[config.mk]
export PLATFORM = sky130hd
export DESIGN_NAME = ifetch_seq
export DESIGN_NICKNAME = d
export VERILOG_FILES = /design/src/rtl/ifetch_seq.sv
export SDC_FILE = /design/constraint.sdc
export NUM_CORES = 1
export LEC_CHECK = 0
export ABC_CLOCK_PERIOD_IN_PS = 5600
export BUFFER_PORTS_ARGS = -buffer_cell sky130_fd_sc_hd__buf_2
export CAP_MARGIN = 20
export CORE_UTILIZATION = 52
export CTS_BUF_LIST = sky130_fd_sc_hd__clkbuf_4 sky130_fd_sc_hd__clkbuf_8 sky130_fd_sc_hd__clkbuf_16
export DETAILED_ROUTE_END_ITERATION = 10
export GPL_ROUTABILITY_DRIVEN = 0
export PLACE_DENSITY = 0.87
export SLEW_MARGIN = 40
export SYNTH_ARGS = -nofsm -noshare
export SYNTH_HDL_FRONTEND = slang
export SYNTH_SLANG_ARGS = --single-unit
[constraint.sdc]
create_clock -name clk -period 5.6 [get_ports clk]
set_input_delay 0.56 -clock clk [delete_from_list [all_inputs] [get_ports clk]]
set_output_delay 0.56 -clock clk [all_outputs]
set_load 0.01 [all_outputs]
[src/rtl/ifetch_seq.sv]
// Instruction fetch sequencer: owns the PC, fetches one word at a time over a
// req/ready handshake, holds it for the decoder and picks the next PC on commit.
module ifetch_seq #(
  parameter logic [31:0] RESET_PC = 32'h0000_0000,
  parameter int unsigned MAX_WAIT = 16
) (
  input  logic        clk,
  input  logic        rst,
  output logic        imem_req,
  output logic [31:0] imem_addr,
  input  logic        imem_ready,
  input  logic [31:0] imem_rdata,
  output logic [31:0] instr,
  output logic [5:0]  opcode,
  output logic [5:0]  func,
  output logic        instr_valid,
  input  logic        commit,
  input  logic [1:0]  pc_sel,
  input  logic [1:0]  is_jump,
  input  logic        br_taken,
  input  logic [31:0] jr_target,
  output logic [31:0] pc,
  output logic [31:0] pc_plus4,
  output logic [31:0] retired,
  output logic        fault
);

  // Counter only has to hold 0..MAX_WAIT-1; the last empty cycle faults instead.
  localparam int unsigned CW = (MAX_WAIT < 2) ? 1 : $clog2(MAX_WAIT);
  localparam logic [CW-1:0] WaitLast = CW'(MAX_WAIT - 1);

  typedef enum logic [1:0] {StFetch, StIssue, StFault} state_e;

  state_e        state_q;
  logic [31:0]   pc_q;
  logic [31:0]   instr_q;
  logic [31:0]   retired_q;
  logic          instr_valid_q;
  logic          fault_q;
  logic [CW-1:0] wait_cnt_q;

  logic [31:0]   br_off;
  logic [31:0]   next_pc;

  assign pc_plus4 = pc_q + 32'd4;

  // Redirect selection, priority jr > j/jal > taken branch > sequential.
  always_comb begin
    br_off  = {{14{instr_q[15]}}, instr_q[15:0], 2'b00};
    next_pc = pc_plus4;
    if (is_jump == 2'b10) begin
      next_pc = jr_target;
    end else if (is_jump == 2'b01) begin
      next_pc = {pc_plus4[31:28], instr_q[25:0], 2'b00};
    end else if (pc_sel == 2'b01 && br_taken) begin
      next_pc = pc_plus4 + br_off;
    end
  end

  // Fetch FSM with registered instr, valid, retire count and sticky fault.
  always_ff @(posedge clk or posedge rst) begin
    if (rst) begin
      state_q       <= StFetch;
      pc_q          <= RESET_PC;
      instr_q       <= 32'd0;
      retired_q     <= 32'd0;
      instr_valid_q <= 1'b0;
      fault_q       <= 1'b0;
      wait_cnt_q    <= '0;
    end else begin
      case (state_q)
        StFetch: begin
          if (imem_ready) begin
            instr_q       <= imem_rdata;
            instr_valid_q <= 1'b1;
            wait_cnt_q    <= '0;
            state_q       <= StIssue;
          end else if (wait_cnt_q == WaitLast) begin
            fault_q <= 1'b1;
            state_q <= StFault;
          end else begin
            wait_cnt_q <= wait_cnt_q + 1'b1;
          end
        end
        StIssue: begin
          if (commit) begin
            retired_q     <= retired_q + 32'd1;
            instr_valid_q <= 1'b0;
            if (next_pc[1:0] == 2'b00) begin
              pc_q    <= next_pc;
              state_q <= StFetch;
            end else begin
              fault_q <= 1'b1;
              state_q <= StFault;
            end
          end
        end
        StFault: begin
          instr_valid_q <= 1'b0;
          fault_q       <= 1'b1;
        end
        default: begin
          instr_valid_q <= 1'b0;
          fault_q       <= 1'b1;
          state_q       <= StFault;
        end
      endcase
    end
  end

  // Request drops combinationally with rst so no fetch is issued while in reset.
  assign imem_req    = (state_q == StFetch) && !rst;
  assign imem_addr   = pc_q;
  assign pc          = pc_q;
  assign instr       = instr_q;
  assign opcode      = instr_q[31:26];
  assign func        = instr_q[5:0];
  assign instr_valid = instr_valid_q;
  assign retired     = retired_q;
  assign fault       = fault_q;

endmodule

==> reports/metrics.cfg, run 1 <==
[timing]
fin_crit_sh = 0.7944
finClkSkew_ps = 12.40
report.final.slew_viol_count = 0
max-slew-margin-rel = 0.4216
rsz0062_at_grt = no
totalNegativeSetupSlack_ps = 0
final_hold_viol_count = 0
setup_viol = 0
setup_ws_ps = 1151
timing.fmax_mhz = 224.8
fin_crit_ps = 4449
tightest_slew_ps = 865.5

[critical_path]
cp.required_ps = 5890
cp_top_family = simple AND/OR/NAND/NOR gates
crit_chain = ha_1 > nand2_1 > or3_1 > nor2_1 > and4_1 > xor2_1 > ha_1 > nand2_1 > o21ai_0 > or3b_2 > a21boi_0 > o22a_1 > a21oi_2 > xnor2_1 > or4_1 > nand3_1
cp.buffers_inverters = 0
crit_path_top_delay_cell = or3_1
crit_arrival_ps = 4740
crit_path_max_fanout = 8
cpPeakStageDelay_ps = 540
startpoint_type = register
crit_type = register to register
reg2reg_setup_slack_ps = 1150
cp-end-kind = register

[synth]
yosysWarnings = 0
synth_flop_cell = dfrtp_1
syn-cell-area_um2 = 7580
synth_edf_count = 0
postSynthAreaPerCell_um2 = 9.088
ys_ff_latch = 104
async_flop_share = 1.000
synth_cell_type_count = 73
synth_fp_nets = 946
netlist_instances = 834
seq_area_frac_synth = 0.3433

[flow_run]
drv_cap = 0

[floorplan]
num_rows = 43
ios = 248
core_um2 = 14040
die_w_um = 122.7
die_h_um = 122.7
initial_core_util = 0.5398
die_area_um2 = 15060

[drt]
drtAntennaViolNets = 0
drtPass1Iterations = 5
drc = 0
wirelength_um = 21900
vias_per_cell = 5.935
dr.first_iter.drc_count = 585
wl_per_cell_um = 18.17
dr_total_vias = 7152

[cells_and_area]
drive_gt1_frac = 0.3291
area_delta_synth_final_pct = 17.65
final_common_cell = buf_2
final_cell_mix = buf_2, dfrtp_1, nand2_1
nNetsFinal = 1131

[placed_design]
place_ws_ps = 1184
portBuffers = 247
dpl.hpwl_um = 16210

[cts]
clock-sinks = 104
cts.htree.levels = 3
cts_buffers = 9
clk_pin_slew_ps = 80
post_cts.repair.setup_buffers = 0
clockBufferDepth = 2
postCtsHoldBufs = 0
tritoncts = done
cts_root_buffer = clkbuf_16
cts_resized = 0
insertion_delay_ps = 360

[grt]
grt_pass1_wl_um = 34420
grt_max_degree = 55
antenna_found_initial = 0
grtUsageTotal = 0.2963
overflow = 0
grt_pass1_vias = 6832

[power_and_ir_drop]
p_per_area_nw_per_um2 = 626.5
vdd_drop_max_uv = 316.1
p_leak_nw = 4.364

[hold_path]
min_path_type = input pin to async pin

[status]
status = complete, no violations

[sequential cells by signal, summed over array words and instances, names as in the netlist]
signal       cells
wait_cnt_q       4
fault            1
state_q          2
imem_addr       32
instr_valid      1
instr           32
retired         32
[stage by stage]
stage	util	cell area, um2	total power [mW]	hold WS (ps)	instances
after floorplan	-	7580	3.981	492.1	834
after global placement	0.6134	8613	4.796	451.0	1188
after detailed placement	0.6137	8618	4.863	455.0	1188
after CTS	0.6349	8915	5.549	320.1	1204
after global routing	0.6349	8915	6.038	353.8	1204
final	0.6350	8917	5.587	307.8	1205
[routing by layer]
metal | GRT usage | share of wire | wire (um)
met1 | 0.3854 | 0.42 | 9138
met2 | 0.4782 | 0.47 | 10290
met3 | 0.07156 | 0.090 | 1973
met4 | 0.1052 | 0.023 | 499
met5 | 0 | 0 | 0
[report_power, final]
group | leakage, nW | switching [mW] | internal (mW)
Sequential | 1.30 | 0.406 | 1.01
Clock | 0.145 | 0.324 | 0.316
Combinational | 2.92 | 1.97 | 1.56
[synthesized netlist by cell type (4+ instances only)]
| master | count | area (um2) |
|---|---|---|
| ha_1 | 38 | 475.5 |
| o21ai_0 | 38 | 190.2 |
| nor2_1 | 56 | 210.2 |
| nand3_1 | 31 | 155.2 |
| clkbuf_1 | 27 | 101.4 |
| buf_2 | 5 | 25.02 |
| o31ai_1 | 5 | 37.54 |
| o221ai_1 | 4 | 35.03 |
| a211o_1 | 8 | 70.07 |
| and4_1 | 9 | 78.83 |
| buf_4 | 46 | 345.3 |
| nor3_1 | 10 | 50.05 |
| xor2_1 | 24 | 210.2 |
| o21a_1 | 10 | 75.07 |
| a21o_1 | 19 | 142.6 |
| dfrtp_1 | 104 | 2603 |
| mux2_2 | 38 | 427.9 |
| nor2b_1 | 8 | 50.05 |
| a21oi_1 | 48 | 240.2 |
| o21ai_1 | 9 | 45.04 |
| nand2_1 | 79 | 296.5 |
| mux2i_1 | 10 | 100.1 |
| a2111oi_0 | 4 | 35.03 |
| o211ai_1 | 13 | 97.59 |
| and3_1 | 13 | 81.33 |
| xnor2_1 | 56 | 490.5 |
| or3_1 | 9 | 56.30 |
| inv_1 | 13 | 48.80 |
| a31oi_1 | 7 | 43.79 |
| or2_2 | 6 | 37.54 |
| o22ai_1 | 4 | 25.02 |
| a211oi_1 | 7 | 52.55 |
| nand4_1 | 11 | 68.82 |
| nand2b_1 | 7 | 43.79 |
[final timing paths]
kind | startpoint | cells after the start | endpoint
max | imem_addr[2] | 16 | imem_addr[31]
min | rst | 2 | instr[3]
max reg2reg | imem_addr[2] | 16 | imem_addr[31]
min reg2reg | fault | 1 | fault
max in group asynchronous | rst | 3 | instr[15]
min in group clk | imem_rdata[2] | 2 | instr[2]
[worst register-to-register path, cell delays in order, from the launching register on]
cell      delay [ps]
dfrtp_1          450
ha_1             250
nand2_1           80
or3_1            540
nor2_1           240
and4_1           230
xor2_1           280
ha_1             380
nand2_1          140
o21ai_0          100
or3b_2           440
a21boi_0         320
o22a_1           230
a21oi_2           60
xnor2_1          150
or4_1            420
nand3_1          100
[final cells by class]
| cell class | count | area, um2 |
|---|---|---|
| well taps | 180 | 225.2 |
| inverters | 13 | 51.30 |
| flip-flops and latches | 104 | 2604 |
| clock inverters | 7 | 71.32 |
| diodes | 1 | 2.502 |
| fillers | 1166 | 5125 |
| clock buffers | 9 | 225.2 |
| multi-input cells | 637 | 4449 |
| repair buffers | 254 | 1289 |
[cell families after synthesis]
group           Yosys count  synth area share
fa+ha+maj                39           0.06537
mux                      48           0.06966
simple gates            259            0.1722
compound gates          210            0.1842
buf+inv                  93           0.07065
flops                   104            0.3433
xor+xnor                 81           0.09459
Note: power is estimated with default switching activity, not from simulation.
==> inputs of run 2 (changes only) <==
Settings changed: ABC_CLOCK_PERIOD_IN_PS 5600 to 4300.
Clock period 5.6 ns to 4.3 ns, I/O delays scaled along.
==> run 2 against run 1 <==
Final area rose by 1.3%; cell count rose by 1.1%; die area did not move; routed wire length rose by 2.6%; clock power rose by 30%; global-route usage rose by 0.11 points; critical endpoint unchanged.
==> reports/metrics.cfg, run 2 (synthesis gave the netlist of run 1 again) <==
[cells_and_area]
area_delta_synth_final_pct = 19.13
nNetsFinal = 1145  ; +1.2%
ff_latch_area_um2 = 2603  ; about the same
diodes = 0  ; -1
multi_input_area_um2 = 4458  ; +0.20%
final_cells = 1218  ; +1.1%
final_common_cell = buf_2
final_area_um2 = 9030  ; +1.3%
drive_gt1_frac = 0.3382  ; +0.009049
nFillCells = 1185  ; +1.6%
final_cell_mix = buf_2, dfrtp_1, nand2_1

[placed_design]
dpl_cell_area_um2 = 8722  ; +1.2%
portBuffers = 247  ; unchanged
dpl.hpwl_um = 16800  ; +3.7%
dpl.cell_count = 1202  ; +1.2%

[cts]
insertion_delay_ps = 360  ; about the same
tritoncts = done
postCtsHoldBufs = 0  ; unchanged
cts.htree.levels = 3  ; unchanged
post_cts.repair.setup_buffers = 0  ; unchanged
cts_root_buffer = clkbuf_16
clockBufferDepth = 2  ; unchanged
clock-sinks = 104  ; unchanged
clk_pin_slew_ps = 80  ; about the same
cts_buffers = 9  ; unchanged

[power_and_ir_drop]
vdd_drop_max_uv = 408.1  ; +29%
p_per_area_nw_per_um2 = 822.6  ; +31%
p_seq_frac = 0.242  ; -0.011
power_mw = 7.428  ; +33%
internal-power_mw = 3.841  ; +33%
p_sw_mw = 3.587  ; +33%
p_clk_frac = 0.112  ; -0.003
combinationalPowerShare = 0.646  ; +0.014
switching_share = 0.4829  ; about the same
p_leak_nw = 4.435  ; +1.6%

[grt]
grt_pass1_wl_um = 34450  ; about the same
overflow = 0  ; unchanged
antenna_found_initial = 0  ; unchanged
grt_pass1_vias = 6851  ; +0.28%
grt_max_degree = 77  ; +40%
grtUsageTotal = 0.2974  ; +0.001099

[critical_path]
crit_arrival_ps = 4410  ; -330 ps
reg2reg_depth = 15  ; -1
crit_end = imem_addr[31]
crit_type = register to register
startpoint = imem_addr[3]
reg2reg_setup_slack_ps = 180  ; -970 ps
r2r-start = imem_addr[3]
cp.required_ps = 4590  ; -1300 ps
cp-end-kind = register
r2r-end = imem_addr[31]
startpoint_type = register
crit_path_max_fanout = 6  ; -2

[drt]
drtAntennaViolNets = 0  ; unchanged
drtPass1Iterations = 8  ; +3
dr_total_vias = 7341  ; +2.6%
wl_met1_um = 9126  ; -0.13%
wl_per_cell_um = 18.44  ; +1.5%
route.met2.wl_um = 10550  ; +2.6%
wl_met3_um = 2108  ; +6.8%
dr.first_iter.drc_count = 544  ; -7.0%
drc = 0  ; unchanged
vias_per_cell = 6.027  ; +1.5%
top_layer_used = met4
wirelength_um = 22470  ; +2.6%

[flow_run]
drv_cap = 0  ; unchanged

[floorplan]
num_rows = 43  ; unchanged
die_w_um = 122.7  ; unchanged
core_um2 = 14040  ; unchanged
ios = 248  ; unchanged
die_h_um = 122.7  ; unchanged
die_area_um2 = 15060  ; unchanged
initial_core_util = 0.5398  ; unchanged

[timing]
tightest_slew_ps = 691.8  ; -173.6 ps
setup_viol = 0  ; unchanged
holdWs_ps = 195.9  ; -111.9 ps
max-slew-margin-rel = 0.5388  ; +0.1172
report.final.slew_viol_count = 0  ; unchanged
fin_crit_ps = 4119  ; -329.4 ps
fin_crit_sh = 0.9579  ; +0.1636
finClkSkew_ps = 10.47  ; -1.937 ps
final_hold_viol_count = 0  ; unchanged
timing.fmax_mhz = 242.8  ; +8.0%

[hold_path]
min_path_type = input pin to async pin

[status]
status = complete, no violations

-- run 2: critical path: stages (launching register included) --
cell and delay (ps):
dfrtp_1 400, ha_1 220, nand2_1 90, or3_4 460, nor3b_4 320, and3_1 290
and3_4 210, xor2_2 200, ha_1 320, a21o_1 200, a2111oi_0 420, o21bai_1 190
a21oi_2 50, xnor2_1 150, or4_1 410, nand3_1 100
-- run 2: through the flow --
stage               TNS (ps)  setup WS (ps)  utilization
floorplan                  0          121.0            -
global placement           0          155.5       0.6209
detailed placement         0          96.69       0.6211
CTS                        0          43.68       0.6423
global route          -8.908         -8.908       0.6431
finish                     0          180.8       0.6431
-- run 2: worst min path at each step --
stage / slack, ps / endpoint / depth (start not counted) / from
3_5_place_dp: 460 / fault / 1 / fault
5_1_grt: 260 / wait_cnt_q[3] / 2 / rst
3_3_place_gp: 450 / fault / 1 / fault
6_report: 200 / retired[8] / 2 / rst
4_1_cts: 220 / retired[2] / 2 / rst
2_1_floorplan: 490 / wait_cnt_q[1] / 1 / wait_cnt_q[1]
-- run 2: area by class of cell --
class | count | area share
multi-input cells | 637 | 0.4937
well taps | 180 | 0.02494
clock inverters | 7 | 0.007898
flip-flops and latches | 104 | 0.2882
repair buffers | 268 | 0.1544
inverters | 13 | 0.005958
clock buffers | 9 | 0.02494
-- run 2: what timing repair did --
item,in CTS,in global routing
endpoints found under the setup margin,0,5
resized for setup,0,4
hold endpoints to repair,0,0
-- run 2: layer usage --
metal | GRT usage | up-vias
met5 | 0 | -
met4 | 0.1326 | 0
met3 | 0.07203 | 66
met2 | 0.4814 | 396
met1 | 0.3753 | 3503
li1 | - | 3376
-- run 2: power by group through the flow --
stage | Sequential [mW] | Combinational [mW] | Clock, mW
after floorplan | 1.86 | 3.33 | 0
after detailed placement | 1.80 | 4.67 | 0
after global routing | 1.85 | 5.22 | 0.880
after CTS | 1.79 | 4.71 | 0.849
final | 1.80 | 4.80 | 0.829
after global placement | 1.78 | 4.57 | 0
